===== config.mk =====
export PLATFORM = sky130hd
export DESIGN_NAME = comm_arbiter_flat
export DESIGN_NICKNAME = d
export VERILOG_FILES = /design/src/rtl/comm_pkg.sv /design/src/rtl/comm_arbiter_if.sv /design/src/rtl/rr_select.sv /design/src/rtl/comm_arbiter.sv /design/src/flat_wrapper.sv
export SDC_FILE = /design/constraint.sdc
export NUM_CORES = 1
export LEC_CHECK = 0
export BUFFER_PORTS_ARGS = -buffer_cell sky130_fd_sc_hd__buf_4
export CAP_MARGIN = 10
export CORE_MARGIN = 2
export CORE_UTILIZATION = 47
export CTS_CLUSTER_SIZE = 28
export DETAILED_ROUTE_END_ITERATION = 7
export PLACE_DENSITY = 0.79
export SETUP_SLACK_MARGIN = 0.05
export SLEW_MARGIN = 5
export SYNTH_ARGS = -nofsm -noshare
export SYNTH_HDL_FRONTEND = slang
export SYNTH_HIERARCHICAL = 1
export SYNTH_SLANG_ARGS = --single-unit

===== constraint.sdc =====
create_clock -name clk -period 2.64 [get_ports clk]
set_input_delay 0 -clock clk [delete_from_list [all_inputs] [get_ports clk]]
set_output_delay 0 -clock clk [all_outputs]
set_load 0.05 [all_outputs]

===== src/rtl/comm_pkg.sv =====
// Shared types and constants for the comm_arbiter block and its sub-modules.
package comm_pkg;

    localparam int BYTE_W             = 8;
    localparam int OWNER_W            = 3;
    localparam int TIMEOUT_CYCLES_DEF = 4096;

    typedef enum logic [1:0] {
        ST_IDLE      = 2'd0,
        ST_ISSUE     = 2'd1,
        ST_WAIT_DONE = 2'd2
    } state_e;

    function automatic logic [OWNER_W-1:0] wrap_inc(input logic [OWNER_W-1:0] idx,
                                                    input int modulus);
        if (int'(idx) >= modulus - 1) return '0;
        return idx + 3'd1;
    endfunction

endpackage


===== src/rtl/comm_arbiter_if.sv =====
// Requester / transmitter bus of comm_arbiter.
// The lock vector exists only when COMM_ARBITER_LOCK_EN is defined.
interface comm_arbiter_if #(parameter int NUM_REQ = 4);
    import comm_pkg::*;

    logic [NUM_REQ-1:0]        req;
    logic [BYTE_W*NUM_REQ-1:0] req_data;
    logic [NUM_REQ-1:0]        grant;
    logic [BYTE_W-1:0]         tx_data;
    logic                      tx_start;
    logic                      tx_busy;
    logic                      tx_done;
    logic [OWNER_W-1:0]        owner;
    logic                      timeout;

`ifdef COMM_ARBITER_LOCK_EN
    logic [NUM_REQ-1:0]        lock;

    modport master (
        input  req, req_data, tx_busy, tx_done, lock,
        output grant, tx_data, tx_start, owner, timeout
    );
    modport slave (
        output req, req_data, tx_busy, tx_done, lock,
        input  grant, tx_data, tx_start, owner, timeout
    );
`else
    modport master (
        input  req, req_data, tx_busy, tx_done,
        output grant, tx_data, tx_start, owner, timeout
    );
    modport slave (
        output req, req_data, tx_busy, tx_done,
        input  grant, tx_data, tx_start, owner, timeout
    );
`endif

endinterface


===== src/rtl/rr_select.sv =====
// Combinational round-robin pick: first set request at or after rr_ptr_i, wrapping at NUM_REQ.
module rr_select
    import comm_pkg::*;
#(
    parameter int NUM_REQ = 4
) (
    input  logic [NUM_REQ-1:0] req_i,
    input  logic [OWNER_W-1:0] rr_ptr_i,
    output logic [OWNER_W-1:0] winner_o,
    output logic               valid_o
);

    logic [2*NUM_REQ-1:0] rot;
    int                   sum;

    always_comb begin
        winner_o = '0;
        valid_o  = 1'b0;
        sum      = 0;
        rot      = {req_i, req_i} >> rr_ptr_i;
        // Scan from the far end so the closest request to rr_ptr_i wins last.
        for (int i = NUM_REQ - 1; i >= 0; i--) begin
            if (rot[i]) begin
                sum = int'(rr_ptr_i) + i;
                if (sum >= NUM_REQ) sum = sum - NUM_REQ;
                winner_o = OWNER_W'(sum);
                valid_o  = 1'b1;
            end
        end
    end

endmodule


===== src/rtl/comm_arbiter.sv =====
// Round-robin arbiter sharing one serial byte transmitter among NUM_REQ requesters.
// Optional: COMM_ARBITER_LOCK_EN keeps ownership with a locked requester across frames.
//
// state        | meaning
// ST_IDLE      | evaluate requests, latch winner index and byte
// ST_ISSUE     | wait for transmitter idle, then pulse tx_start/grant
// ST_WAIT_DONE | count until tx_done or timeout, then advance rr pointer
module comm_arbiter
    import comm_pkg::*;
#(
    parameter int NUM_REQ        = 4,
    parameter int TIMEOUT_CYCLES = TIMEOUT_CYCLES_DEF
) (
    input  logic           clk,
    input  logic           reset,
    comm_arbiter_if.master bus
);

    localparam logic [15:0] CNT_LAST = 16'(TIMEOUT_CYCLES - 1);

    state_e               state_q, state_d;
    logic [OWNER_W-1:0]   rr_ptr_q, rr_ptr_d;
    logic [OWNER_W-1:0]   owner_q, owner_d;
    logic [BYTE_W-1:0]    tx_data_q, tx_data_d;
    logic [15:0]          cnt_q, cnt_d;
    logic                 timeout_q, timeout_d;

    logic [OWNER_W-1:0]   sel_idx;
    logic                 sel_valid;
    logic [BYTE_W-1:0]    sel_byte;
    logic [NUM_REQ-1:0]   owner_mask;
    logic [OWNER_W-1:0]   next_ptr;
    logic                 hold_owner;
    logic [NUM_REQ-1:0]   grant_d;
    logic                 tx_start_d;

    rr_select #(.NUM_REQ(NUM_REQ)) u_rr_select (
        .req_i    (bus.req),
        .rr_ptr_i (rr_ptr_q),
        .winner_o (sel_idx),
        .valid_o  (sel_valid)
    );

    always_comb begin
        sel_byte = '0;
        for (int i = 0; i < NUM_REQ; i++) begin
            if (sel_idx == OWNER_W'(i)) sel_byte = bus.req_data[BYTE_W*i +: BYTE_W];
        end
    end

    assign owner_mask = NUM_REQ'(1) << owner_q;
    assign next_ptr   = wrap_inc(owner_q, NUM_REQ);

`ifdef COMM_ARBITER_LOCK_EN
    assign hold_owner = |(bus.lock & owner_mask);
`else
    assign hold_owner = 1'b0;
`endif

    always_ff @(posedge clk) begin
        if (reset) begin
            state_q   <= ST_IDLE;
            rr_ptr_q  <= '0;
            owner_q   <= '0;
            tx_data_q <= '0;
            cnt_q     <= '0;
            timeout_q <= 1'b0;
        end else begin
            state_q   <= state_d;
            rr_ptr_q  <= rr_ptr_d;
            owner_q   <= owner_d;
            tx_data_q <= tx_data_d;
            cnt_q     <= cnt_d;
            timeout_q <= timeout_d;
        end
    end

    always_comb begin
        state_d    = state_q;
        rr_ptr_d   = rr_ptr_q;
        owner_d    = owner_q;
        tx_data_d  = tx_data_q;
        cnt_d      = cnt_q;
        timeout_d  = 1'b0;
        grant_d    = '0;
        tx_start_d = 1'b0;
        case (state_q)
            ST_IDLE: begin
                cnt_d = '0;
                if (sel_valid) begin
                    owner_d   = sel_idx;
                    tx_data_d = sel_byte;
                    state_d   = ST_ISSUE;
                end
            end
            ST_ISSUE: begin
                // A reset cycle must not leak a grant for the frame being abandoned.
                if (!bus.tx_busy && !reset) begin
                    tx_start_d = 1'b1;
                    grant_d    = owner_mask;
                    cnt_d      = '0;
                    state_d    = ST_WAIT_DONE;
                end
            end
            ST_WAIT_DONE: begin
                if (bus.tx_done) begin
                    rr_ptr_d = hold_owner ? owner_q : next_ptr;
                    cnt_d    = '0;
                    state_d  = ST_IDLE;
                end else if (cnt_q == CNT_LAST) begin
                    timeout_d = 1'b1;
                    rr_ptr_d  = next_ptr;
                    cnt_d     = '0;
                    state_d   = ST_IDLE;
                end else begin
                    cnt_d = cnt_q + 16'd1;
                end
            end
            default: state_d = ST_IDLE;
        endcase
    end

    assign bus.grant    = grant_d;
    assign bus.tx_start = tx_start_d;
    assign bus.owner    = owner_q;
    assign bus.tx_data  = tx_data_q;
    assign bus.timeout  = timeout_q;

endmodule


===== src/flat_wrapper.sv =====
// flat-port wrapper written by rule: the top's interface ports become plain ports
module comm_arbiter_flat import comm_pkg::*;
#(
    parameter int NUM_REQ        = 4,
    parameter int TIMEOUT_CYCLES = TIMEOUT_CYCLES_DEF
)
  (clk, reset, bus_req, bus_req_data, bus_tx_busy, bus_tx_done, bus_grant, bus_tx_data, bus_tx_start, bus_owner, bus_timeout);
  comm_arbiter_if #(.NUM_REQ(NUM_REQ)) bus_i ();
  input  logic clk;
  input  logic reset;
  input wire logic [$bits(bus_i.req)-1:0] bus_req;
  input wire logic [$bits(bus_i.req_data)-1:0] bus_req_data;
  input wire logic [$bits(bus_i.tx_busy)-1:0] bus_tx_busy;
  input wire logic [$bits(bus_i.tx_done)-1:0] bus_tx_done;
  output wire logic [$bits(bus_i.grant)-1:0] bus_grant;
  output wire logic [$bits(bus_i.tx_data)-1:0] bus_tx_data;
  output wire logic [$bits(bus_i.tx_start)-1:0] bus_tx_start;
  output wire logic [$bits(bus_i.owner)-1:0] bus_owner;
  output wire logic [$bits(bus_i.timeout)-1:0] bus_timeout;
  assign bus_i.req = bus_req;
  assign bus_i.req_data = bus_req_data;
  assign bus_i.tx_busy = bus_tx_busy;
  assign bus_i.tx_done = bus_tx_done;
  assign bus_grant = bus_i.grant;
  assign bus_tx_data = bus_i.tx_data;
  assign bus_tx_start = bus_i.tx_start;
  assign bus_owner = bus_i.owner;
  assign bus_timeout = bus_i.timeout;
  comm_arbiter #(.NUM_REQ(NUM_REQ), .TIMEOUT_CYCLES(TIMEOUT_CYCLES)) u_core (.clk(clk), .reset(reset), .bus(bus_i));
endmodule

Yosys cells after proc, flatten, opt, wreduce, memory -nomap -nowiden

Cells that the tools add are included.

Add/sub/neg operators: 9
Magnitude comparators: 5
Equality and inequality tests: 9
Shift-type cells: 2
Multiplexer cells: 35
Bitwise operators: 1
Reductions and logical operators: 12

Operators with widths:

| cell                                                                                 | count |
|---|---|
| 16-bit 2-to-1 mux                                                                    | 3 |
| 16-bit one-hot mux with 3 select lines                                               | 1 |
| 3-bit 2-to-1 mux                                                                     | 12 |
| 8-bit 2-to-1 mux                                                                     | 4 |
| 16-bit by 1-bit adder with 16-bit output (second input constant)                     | 1 |
| 16-bit by 12-bit == test with 1-bit output (second input constant)                   | 1 |
| 4-bit by 3-bit greater-or-equal comparator with 1-bit output (second input constant) | 3 |
| 3-bit subtractor (second input constant)                                             | 4 |
| 3-bit by 2-bit adder with 4-bit output (second input constant)                       | 2 |
| 1-bit 2-to-1 mux                                                                     | 8 |
| 2-bit 2-to-1 mux                                                                     | 4 |
| 4-bit 2-to-1 mux                                                                     | 2 |
| 8-bit by 3-bit >> shifter with 4-bit output                                          | 1 |
| 3-bit by 2-bit == test with 1-bit output (second input constant)                     | 2 |
| 2-bit one-hot mux with 3 select lines                                                | 1 |
| 2-bit AND reduction                                                                  | 3 |
| 3-bit by 1-bit adder with 4-bit output (second input constant)                       | 1 |
| 2-bit by 1-bit inequality test with 1-bit output (second input constant)             | 2 |
| 1-bit by 3-bit left shift with 4-bit output (first input constant)                   | 1 |
| 3-bit by 1-bit adder with 3-bit output (second input constant)                       | 1 |
| 3-bit by 1-bit == test with 1-bit output (second input constant)                     | 1 |
| 3-bit by 2-bit greater-or-equal comparator with 1-bit output (second input constant) | 1 |
| 3-bit greater-or-equal comparator (second input constant)                            | 1 |
| 3-bit logical NOT                                                                    | 1 |
| 11 further kinds                                                                     | 12 |

Register bits: 33
Input bits: 40
Output and inout bits: 17
Word-level logic and storage cells: 79

Depth between registers and ports, before layout

Gate-level depths: netlist of run 1.

Word-level depth: 12
Depth in mapped cells: 12
Mapped depth without buffers: 9

Modules after synthesis

The synthesis of run 1 kept the hierarchy.

Modules (own cells, without submodules):

| module       | times used | cells each | area an instance (um^2) |
|---|---|---|---|
| comm_arbiter | 1          | 193        | 1735.4 |
| rr_select    | 1          | 46         | 277.8 |

Worst setup path after synthesis of run 1

Ideal clock, no wire load.

Kind: register -> register
Start: register u_core.rr_ptr_q[0]
End: register u_core.tx_data_q[0], in the netlist u_core/bus.tx_data[0]
Library setup time: 0.128 ns
Data arrival time: 2.499 ns
Data required time: 2.512 ns
Path slack: 0.014 ns
Stages on the path, launching flop included: 13
Buffers on the path: 3
Period minus slack after synthesis: 2.626 ns
Cells stage by stage: dfxtp_1 -> buf_2 -> inv_2 -> ha_1 -> clkbuf_1 -> inv_1 -> a311oi_1 -> o211ai_1 -> o211ai_1 -> buf_1 -> mux4_2 -> a22oi_1 -> nor2_1

Longest elaborated chain between the ends: 12
Elaborated cells between the ends (all ways): 33
Classes of those cells: 7 x add/sub; 4 x order compare; 3 x eq/ne; 1 x shift; 16 x mux; 2 x reduce/logical

Ends and longest elaborated chain:

| item                                                                                             | RTL line           | text |
|---|---|---|
| from (decl)                                                                                      | comm_arbiter.sv:22 | `logic [OWNER_W-1:0] rr_ptr_q, rr_ptr_d;` |
| from (signal assigned)                                                                           | comm_arbiter.sv:70 | `rr_ptr_q <= rr_ptr_d;` |
| 3-bit by 2-bit adder with 4-bit output                                                           | rr_select.sv:24    | `sum = int'(rr_ptr_i) + i;` |
| 4-bit by 3-bit greater-or-equal comparator with 1-bit output or 3-bit subtractor (tied branches) | rr_select.sv:25    | `if (sum >= NUM_REQ) sum = sum - NUM_REQ;` |
| 3-bit 2-to-1 mux                                                                                 | rr_select.sv:25    |  |
| 3-bit 2-to-1 mux (3 in a row)                                                                    | rr_select.sv:23    | `if (rot[i]) begin` |
| 3-bit 2-to-1 mux (*)                                                                             | rr_select.sv:23    |  |
| via u_core.sel_idx[1]                                                                            | comm_arbiter.sv:28 | `logic [OWNER_W-1:0] sel_idx;` |
| 3-bit logical NOT                                                                                | comm_arbiter.sv:47 | `if (sel_idx == OWNER_W'(i)) sel_byte = bus.req_data[BYTE_W*i +: BYTE_W];` |
| 8-bit 2-to-1 mux (3 in a row)                                                                    | comm_arbiter.sv:47 |  |
| 8-bit 2-to-1 mux (*)                                                                             | comm_arbiter.sv:47 |  |
| to (signal assigned)                                                                             | comm_arbiter.sv:72 | `tx_data_q <= tx_data_d;` |
| to (decl)                                                                                        | comm_arbiter.sv:24 | `logic [BYTE_W-1:0] tx_data_q, tx_data_d;` |

Mark *: on every way through the listed nets, which the timed path passes. The rest lies on a longest branch.
A chain may end at the register's enable or synchronous reset.

Worst setup path after layout of run 1

Start: register u_core.rr_ptr_q[1]
End: register u_core.tx_data_q[7], in the netlist u_core/bus.tx_data[7]

The elaborated chain is that of the path after synthesis.

==> results of run 1 <==
cell usage after synthesis (2+ instances only):
library cell  number
ha_1               7
nand3b_1           3
nor4_1             2
mux2i_1            5
inv_1              9
nand2_1           16
buf_2              3
or3_1              3
nand4_1            4
clkbuf_1           9
nand3_1            9
nor2_1            26
a21oi_1           18
mux4_2             8
xor2_1             2
nor3_1             8
and2_1             3
o31ai_1            2
dfxtp_1           33
o21ai_0           15
nand2b_1           8
a22oi_1            9
nor2b_1            4
a31oi_1            6
o211ai_1           3
final cells by class:
class,count,area (sq um)
inverter,10,37.5
tap,50,62.6
multi-input combinational,182,1260
timing repair buffer,61,458
fill,359,1490
sequential,33,663
clock buffer,7,86.3
layer usage:
layer  wire length [um]  vias to the layer above  GRT usage [%]
met5                  0                        -              0
met4                100                        0           9.37
met3                272                       10           4.80
met2               2460                       57           35.6
met1               1980                      950           24.3
li1                   -                      984              -
kinds of logic after synthesis:
kind of cell,count (synthesis)
buffers and inverters,24
AO/OA/AOI/OAI,63
other,1
flip-flops,33
AND/OR/NAND/NOR,95
XOR/XNOR,3
adder cells (fa/ha/maj),7
multiplexers,13
sequential cells by signal, summed over array words and instances, names as in the netlist:
signal              cells
u_core/rr_ptr_q         3
u_core/state_q          2
u_core/bus.timeout      1
u_core/bus.tx_data      8
u_core/cnt_q           16
u_core/bus.owner        3
metrics by stage:
step	hold slack, ns	instance area [sq um]
4_1_cts	0.00466	2560
2_1_floorplan	0.195	2010
6_report	0.00811	2560
5_1_grt	0.0636	2560
3_3_place_gp	0.295	2470
3_5_place_dp	0.329	2470
critical path, delay by kind of cell (launching register included):
kind	cells	cell delay, ns
multiplexers	1	0.30
adder cells (fa/ha/maj)	1	0.41
AND/OR/NAND/NOR	1	0.06
buffers and inverters	3	0.38
AO/OA/AOI/OAI	4	0.72
flip-flops	1	0.42
how the worst max path moves through the flow:
stage / from / endpoint / slack (ns)
finish: u_core/rr_ptr_q[1] / u_core/bus.tx_data[7] / 0.25
global route: u_core/rr_ptr_q[1] / u_core/bus.tx_data[2] / 0.08
CTS: u_core/rr_ptr_q[1] / u_core/bus.tx_data[7] / 0.13
detailed placement: u_core/rr_ptr_q[1] / u_core/bus.tx_data[7] / 0.13
global placement: u_core/rr_ptr_q[1] / u_core/bus.tx_data[7] / 0.28
floorplan: u_core/rr_ptr_q[0] / u_core/bus.tx_data[0] / 0.16
power breakdown:
group | total, W | internal [W] | leakage (nW) | switching [W]
Sequential | 0.000529 | 0.000514 | 0.269 | 0.0000157
Clock | 0.000386 | 0.000207 | 0.0443 | 0.000180
Combinational | 0.000258 | 0.000121 | 0.692 | 0.000137
Total | 0.00117 | 0.000841 | 1.00 | 0.000332
timing repair:
item	4_1_cts	5_1_grt
hold buffers	0	0
gates resized for setup	0	3
endpoints found under the setup margin	0	8
==> flow_metrics.env, run 1 <==
export IMPL_crit_reg2reg_launch="u_core/rr_ptr_q[1]"
export IMPL_synth_simple_area_share_pct=25.1
export IMPL_dr_pass1_iters=4
export IMPL_worst_setup_path_type="register to register"
export IMPL_synthAdderAreaFrac_pct=4.35
export IMPL_fin_cells=343
export IMPL_antenna_found_initial=0
export IMPL_insertion_delay_ns=0.29
export IMPL_seq_area_frac_synth_pct=32.8
export IMPL_whs_endpoint="u_core/state_q[0]"
export IMPL_max_slew_margin_pct=61.6
export IMPL_grt_max_degree=28
export IMPL_min_from="bus_tx_busy"
export IMPL_fp_dieW_um=69.4
export IMPL_reg2reg_to="u_core/bus.tx_data[7]"
export IMPL_wire_per_inst_um=14.0
export IMPL_r2r_cells=10
export IMPL_yosys_area_share_xor_xnor_pct=1.31
export IMPL_setup_violations=0
export IMPL_syn_inst=239
export IMPL_cts_sinks=33
export IMPL_synth_ff_type="dfxtp_1"
export IMPL_grt_overflow=0
export IMPL_finalSetupTns_ns=0
export IMPL_fin_ws_ns=0.246
export IMPL_clockBufferDepth=2
export IMPL_synthMuxAreaShare_pct=11.4
export IMPL_yosysUniqueCellTypes=49
export IMPL_r2r_setup_slack_ns=0.25
export IMPL_worst_endpoint_required_ns=2.81
export IMPL_total_power_w=0.00117
export IMPL_worst_pin_slew_ns=0.561
export IMPL_rsz0062_at_grt="false"
export IMPL_insertedDiodeCount=0
export IMPL_num_rows=23
export IMPL_synth_edf_count=0
export IMPL_placedCellCount=336
export IMPL_fp_dieH_um=69.4
export IMPL_dp_hpwl_mm=3.62
export IMPL_routabilityCongestion=0.823
export IMPL_clkTransAtPathRegs_ns=0.06
export IMPL_pre_cts_slack_ns=0.133
export IMPL_syn_nets=286
export IMPL_ctsRootBufferMaster="clkbuf_8"
export IMPL_synth_area_sq_um=2010
export IMPL_final_cell_mix="buf_4 (61), dfxtp_1 (31), nor2_1 (26)"
export IMPL_start_util_pct=49.6
export IMPL_fin_crit_ns=2.39
export IMPL_final_layout_size_suffix_gt1_share_pct=29.7
export IMPL_grt_usage_pct=20.6
export IMPL_final_common_cell="buf_4"
export IMPL_cts_setup_buffers=0
export IMPL_crit_path_end_kind="register"
export IMPL_arrival_ns=2.57
export IMPL_antenna_left=0
export IMPL_max_cap_violations=0
export IMPL_synth_compound_area_share_pct=20.0
export IMPL_synth_top_family_by_area="simple AND/OR/NAND/NOR gates"
export IMPL_core_area_sq_um=4060
export IMPL_grt_pass1_wl_mm=8.11
export IMPL_ys_async_sr_fraction_pct=0
export IMPL_critPathSlowestCell="dfxtp_2"
export IMPL_maxSlewViolCount=0
export IMPL_ioPinCount=57
export IMPL_htree_levels=2
export IMPL_area_growth_pct=27.4
export IMPL_cts_tree="built"
export IMPL_ir_worst_vdd_mv=0.222
export IMPL_syn_area_per_cell_sq_um=8.42
export IMPL_dr_total_vias=2001
export IMPL_die_area_sq_um=4820
export IMPL_hold_violations=0
export IMPL_status="finished clean"
export IMPL_ys_top_cells_by_area="dfxtp_1 (33%), mux4_2 (8.9%), nor2_1 (4.8%), a21oi_1 (4.5%), ha_1 (4.4%)"
export IMPL_post_route_util_pct=63.2
export IMPL_min_path_cells=3
export IMPL_cts_buffers=5
export IMPL_drt_wl_total_mm=4.82
export IMPL_critPathMaxStageDelay_ns=0.42
export IMPL_crit_fanout=10
export IMPL_cp_cell_sequence="inv_1, ha_2, inv_1, a311oi_1, o211ai_1, o211ai_1, buf_4, mux4_2, a22oi_1, nor2_1"
export IMPL_drtIter0Drc=97
export IMPL_power_density_nw_per_um2=457
export IMPL_fin_skew_ns=0.00174
export IMPL_vias_per_cell=5.83
export IMPL_leakage_nw=1.00
export IMPL_yosys_area_top_type="dfxtp_1"
export IMPL_portBuffers=56
export IMPL_fmax_ghz=0.418
export IMPL_fin_crit_sh_pct=90.7
export IMPL_startpoint_type="register"
export IMPL_first_global_vias=1904
export IMPL_min_path_type="input port to register"
export IMPL_synth_top_area_share_pct=32.8
export IMPL_final_nets=340
export IMPL_synth_seq_cells=33
export IMPL_yosys_warnings=6
export IMPL_drcViolationCount=0
Power figures use the tool's default switching activity.
==> run 2, diff against run 1 <==
- SYNTH_HIERARCHICAL: 1 -> unset
==> flow_metrics.env, run 2 <==
export IMPL_max_slew_margin_pct=63.1
export IMPL_worst_pin_slew_ns=0.552
export IMPL_start_util_pct=49.8
export IMPL_synth_area_sq_um=2020
export IMPL_ir_worst_vdd_mv=0.272
export IMPL_r2r_cells=7
export IMPL_clkTransAtPathRegs_ns=0.07
export IMPL_portBuffers=56
export IMPL_drt_wl_total_mm=4.81
export IMPL_yosysMostFrequentCell="nor2_1"
export IMPL_worst_setup_path_type="register to register"
export IMPL_reg2reg_to="u_core.bus.tx_data[6]"
export IMPL_dp_hpwl_mm=3.44
export IMPL_crit_path_end_kind="register"
export IMPL_ioPinCount=57
export IMPL_critPathLaunch="u_core.rr_ptr_q[0]"
export IMPL_maxSlewViolCount=0
export IMPL_startpoint_type="register"
export IMPL_syn_nets=279
export IMPL_power_density_nw_per_um2=530
export IMPL_finalSetupTns_ns=0
export IMPL_ys_top_cells_by_area="dfxtp_1 (33%), mux2i_1 (9.4%), nor2_1 (6.3%), ha_1 (4.3%), a2bb2oi_1 (3.5%)"
export IMPL_pre_cts_slack_ns=0.183
export IMPL_first_global_vias=1826
export IMPL_grt_pass1_wl_mm=7.87
export IMPL_wire_per_inst_um=13.7
export IMPL_final_nets=347
export IMPL_r2r_setup_slack_ns=0.34
export IMPL_grt_overflow=0
export IMPL_yosys_area_top_type="dfxtp_1"
export IMPL_ctsRootBufferMaster="clkbuf_8"
export IMPL_fillCellCount=334
export IMPL_final_cell_mix="buf_4 (59), nor2_1 (34), dfxtp_1 (31)"
export IMPL_synth_seq_cells=33
export IMPL_fmax_ghz=0.434
export IMPL_cts_buffers=5
export IMPL_antenna_left=0
export IMPL_cts_sinks=33
export IMPL_yosys_warnings=0
export IMPL_syn_inst=232
export IMPL_insertion_delay_ns=0.29
export IMPL_drcViolationCount=0
export IMPL_yosysUniqueCellTypes=48
export IMPL_fin_ws_ns=0.337
export IMPL_ys_async_sr_fraction_pct=0
export IMPL_final_layout_size_suffix_gt1_share_pct=25.9
export IMPL_worst_endpoint_required_ns=2.85
export IMPL_num_rows=23
export IMPL_seqCellArea_sq_um=663
export IMPL_seq_area_frac_synth_pct=32.7
export IMPL_top_register="u_core.cnt_q"
export IMPL_grt_usage_pct=20.2
export IMPL_crit_fanout=17
export IMPL_status="finished clean"
export IMPL_hold_violations=0
export IMPL_fp_dieH_um=69.6
export IMPL_fin_skew_ns=0.00752
export IMPL_dr_total_vias=1929
export IMPL_clockBufferDepth=2
export IMPL_whs_ns=0.000614
export IMPL_min_path_type="input port to register"
export IMPL_synthTopCellsByCount="nor2_1 (34), dfxtp_1 (33), mux2i_1 (19)"
export IMPL_fin_crit_sh_pct=87.2
export IMPL_cts_tree="built"
export IMPL_crit_end="u_core.bus.tx_data[6]"
export IMPL_drtIter0Drc=56
export IMPL_synth_ff_type="dfxtp_1"
export IMPL_core_area_sq_um=4060
export IMPL_grt_max_degree=22
export IMPL_max_cap_violations=0
export IMPL_crit_reg2reg_launch="u_core.rr_ptr_q[0]"
export IMPL_rsz0062_at_grt="false"
export IMPL_fp_dieW_um=69.6
export IMPL_die_area_sq_um=4840
export IMPL_area_growth_pct=34.9
export IMPL_htree_levels=2
export IMPL_dr_pass1_iters=4
export IMPL_final_common_cell="buf_4"
export IMPL_largest_reg_flops=16
export IMPL_vias_per_cell=5.50
export IMPL_total_power_w=0.00144
export IMPL_syn_area_per_cell_sq_um=8.70
export IMPL_antenna_found_initial=0
export IMPL_arrival_ns=2.52
export IMPL_insertedDiodeCount=0
export IMPL_fin_crit_ns=2.30
export IMPL_synth_top_area_share_pct=32.7
export IMPL_routabilityCongestion=0.762
export IMPL_setup_violations=0
export IMPL_multiInputGateArea_sq_um=1280
export IMPL_leakage_nw=1.18
export IMPL_synth_edf_count=0
[run 2: what timing repair did]
action	4_1_cts	5_1_grt
setup endpoints to repair	0	8
resized for setup	0	2
hold buffers	10	0
hold endpoints to repair	5	0
setup buffers	0	0
[run 2: final cells by class]
class | instances | area share, %
multi-input cells | 184 | 46.9
flip-flops and latches | 33 | 24.3
repair buffers | 70 | 20.7
clock buffers | 5 | 2.53
clock inverters | 3 | 2.39
well taps | 50 | 2.30
inverters | 6 | 0.827
[run 2: report_power, final]
| group | leakage (nW) | total, W | internal (W) | switching [W] |
|---|---|---|---|---|
| Clock | 0.0681 | 0.000566 | 0.000375 | 0.000191 |
| Combinational | 0.842 | 0.000336 | 0.000156 | 0.000181 |
| Sequential | 0.269 | 0.000542 | 0.000520 | 0.0000219 |
[run 2: metal layers]
metal	routed length [um]	track usage, %	vias to the layer above
li1	-	-	983
met1	2010	21.6	881
met2	2390	35.4	50
met3	264	6.25	15
met4	149	10.5	0
met5	0	0	-
[run 2: cell families (layout without fill, tap and decap cells)]
logic type / after synthesis / in the layout / synth area share, %
fa+ha+maj: 7 / 7 / 4.34
simple gates: 92 / 92 / 23.0
flops: 33 / 33 / 32.7
xor+xnor: 9 / 9 / 3.90
mux: 24 / 24 / 13.5
buf+inv: 15 / 84 / 3.96
compound gates: 52 / 52 / 18.6
[run 2: worst min path at each step]
stage | from | end | slack (ns) | cells after the start
finish | bus_req_data[24] | u_core.bus.tx_data[0] | 0.0006 | 3
global route | bus_req_data[16] | u_core.bus.tx_data[0] | 0.03 | 3
CTS | bus_req_data[24] | u_core.bus.tx_data[0] | 0.006 | 3
detailed placement | bus_req_data[29] | u_core.bus.tx_data[5] | 0.28 | 3
global placement | bus_req_data[31] | u_core.bus.tx_data[7] | 0.27 | 3
floorplan | bus_req_data[31] | u_core.bus.tx_data[7] | 0.17 | 2
[run 2: critical path: stages (launching register included)]
cell and delay, ns:
dfxtp_2 0.53, mux2_2 0.37, o21ai_0 0.28, a31oi_1 0.19, nor2b_1 0.19, nor2_1 0.44
a2bb2oi_1 0.12, o21ai_0 0.10
[run 2: through the flow]
step	instances	cell area [sq um]	util, %
3_3_place_gp	333	2490	61.3
3_5_place_dp	333	2490	61.3
4_1_cts	351	2720	67.1
5_1_grt	351	2720	67.1
2_1_floorplan	232	2020	-
6_report	351	2720	67.1
==> run 3, diff against run 2 <==
- CELL_PAD_IN_SITES_DETAIL_PLACEMENT: unset -> 1
- CELL_PAD_IN_SITES_GLOBAL_PLACEMENT: unset -> 1
- CORE_UTILIZATION: 47 -> 34
- PLACE_DENSITY: 0.79 -> 0.78
==> flow_metrics.env, run 3 (synthesized netlist as in run 2, its figures left out) <==
export IMPL_clockBufferDepth=2
export IMPL_final_layout_size_suffix_gt1_share_pct=26.1
export IMPL_fp_dieH_um=81.1
export IMPL_grt_overflow=0
export IMPL_die_area_sq_um=6570
export IMPL_start_util_pct=34.7
export IMPL_fin_ws_ns=0.270
export IMPL_startpoint_type="register"
export IMPL_max_slew_margin_pct=60.9
export IMPL_cts_sinks=33
export IMPL_maxSlewViolCount=0
export IMPL_top_register="u_core.cnt_q"
export IMPL_antenna_found_initial=0
export IMPL_vias_per_cell=5.19
export IMPL_total_power_w=0.00138
export IMPL_crit_path_end_kind="register"
export IMPL_cts_setup_buffers=0
export IMPL_first_global_vias=1998
export IMPL_htree_levels=2
export IMPL_cts_buffers=5
export IMPL_dp_hpwl_mm=4.04
export IMPL_worst_pin_slew_ns=0.584
export IMPL_worst_endpoint_required_ns=2.81
export IMPL_drtIter0Drc=76
export IMPL_critPathMaxStageDelay_ns=0.54
export IMPL_grt_pass1_wl_mm=9.17
export IMPL_drcViolationCount=0
export IMPL_hold_violations=0
export IMPL_final_cell_mix="buf_4 (59), nor2_1 (34), dfxtp_1 (32)"
export IMPL_fp_dieW_um=81.1
export IMPL_ioPinCount=57
export IMPL_drt_wl_total_mm=5.41
export IMPL_worst_setup_path_type="register to register"
export IMPL_grt_usage_pct=18.0
export IMPL_fin_crit_ns=2.37
export IMPL_portBuffers=56
export IMPL_critPathBufInv=1
export IMPL_num_rows=28
export IMPL_arrival_ns=2.54
export IMPL_critPathSlowestCell="dfxtp_1"
export IMPL_max_cap_violations=0
export IMPL_fin_crit_sh_pct=89.8
export IMPL_core_area_sq_um=5820
export IMPL_rsz0062_at_grt="true"
export IMPL_area_growth_pct=35.2
export IMPL_cts_tree="built"
export IMPL_crit_fanout=8
export IMPL_status="finished clean"
export IMPL_ir_worst_vdd_mv=0.296
export IMPL_wire_per_inst_um=14.5
export IMPL_dr_pass1_iters=4
export IMPL_pre_cts_slack_ns=0.0890
export IMPL_power_density_nw_per_um2=506
export IMPL_clkTransAtPathRegs_ns=0.07
export IMPL_ctsRootBufferMaster="clkbuf_8"
export IMPL_finalSetupTns_ns=0
export IMPL_dr_total_vias=1940
export IMPL_grt_max_degree=22
export IMPL_leakage_nw=1.16
export IMPL_insertion_delay_ns=0.29
export IMPL_final_nets=345
export IMPL_setup_violations=0
export IMPL_final_common_cell="buf_4"
export IMPL_cp_top_family="compound AO/OA/AOI/OAI gates"
export IMPL_antenna_left=0
export IMPL_cp_cell_sequence="inv_1, ha_1, a21boi_0, a41oi_1, o311ai_2, or2_2, a2bb2oi_1, o21ai_0"
export IMPL_fin_skew_ns=0.00379
export IMPL_fmax_ghz=0.422
export IMPL_insertedDiodeCount=0
export IMPL_largest_reg_flops=16
export IMPL_routabilityCongestion=0.805
export IMPL_min_path_type="input port to register"
run 3: cell count changes in the layout (fill, tap and decap cells not counted), sizes merged:
cell,before,now
bufinv,2,1
dlygate4sd3,10,8
clkbuf,5,7
clkinv,1,0
run 3: area by class of cell:
| type | count | area, sq um |
|---|---|---|
| Clock buffer | 7 | 86.3 |
| Clock inverter | 1 | 30.0 |
| Inverter | 6 | 22.5 |
| Multi-Input combinational cell | 184 | 1290 |
| Fill cell | 707 | 3090 |
| Sequential cell | 33 | 662 |
| Tap cell | 75 | 93.8 |
| Timing Repair Buffer | 68 | 543 |
run 3: layer usage:
layer | up-vias | GRT usage, % | part of all wire (%)
met2 | 52 | 30.3 | 47
li1 | 980 | - | -
met3 | 6 | 5.89 | 5.8
met4 | 0 | 4.58 | 1.2
met5 | - | 0 | 0
met1 | 902 | 22.0 | 46
run 3: worst paths after layout:
path	start	end	slack [ns]	depth (start not counted)
setup reg to reg	u_core.rr_ptr_q[1]	u_core.bus.tx_data[3]	0.27	8
hold / removal	bus_req_data[30]	u_core.bus.tx_data[6]	0.004	3
setup / recovery	u_core.rr_ptr_q[1]	u_core.bus.tx_data[3]	0.27	8
hold reg to reg	u_core.bus.tx_data[5]	u_core.bus.tx_data[5]	0.48	2
run 3: through the flow:
step	instance area (sq um)	util [%]	std cells	hold WS [ns]
floorplan	2020	-	232	0.173
global placement	2520	43.3	358	0.266
detailed placement	2520	43.3	358	0.290
CTS	2720	46.7	374	0.000584
global route	2730	46.9	374	0.0451
finish	2730	46.9	374	0.00364
run 3: report_power, final:
part	switching, W	total (W)	internal (W)
Clock	0.000189	0.000497	0.000308
Combinational	0.000185	0.000340	0.000155
Sequential	0.0000233	0.000544	0.000520
Total	0.000398	0.00138	0.000983
run 3: worst register-to-register path, cell delays in order (launching register included):
cell and delay, ns:
dfxtp_1 0.54, inv_1 0.17, ha_1 0.37, a21boi_0 0.19
a41oi_1 0.07, o311ai_2 0.37, or2_2 0.28, a2bb2oi_1 0.17
o21ai_0 0.09
run 3: timing repair:
action,in CTS,in global routing
hold endpoints to repair,4,0
gates resized for setup,0,3
setup endpoints to repair,0,17
hold buffers,8,0
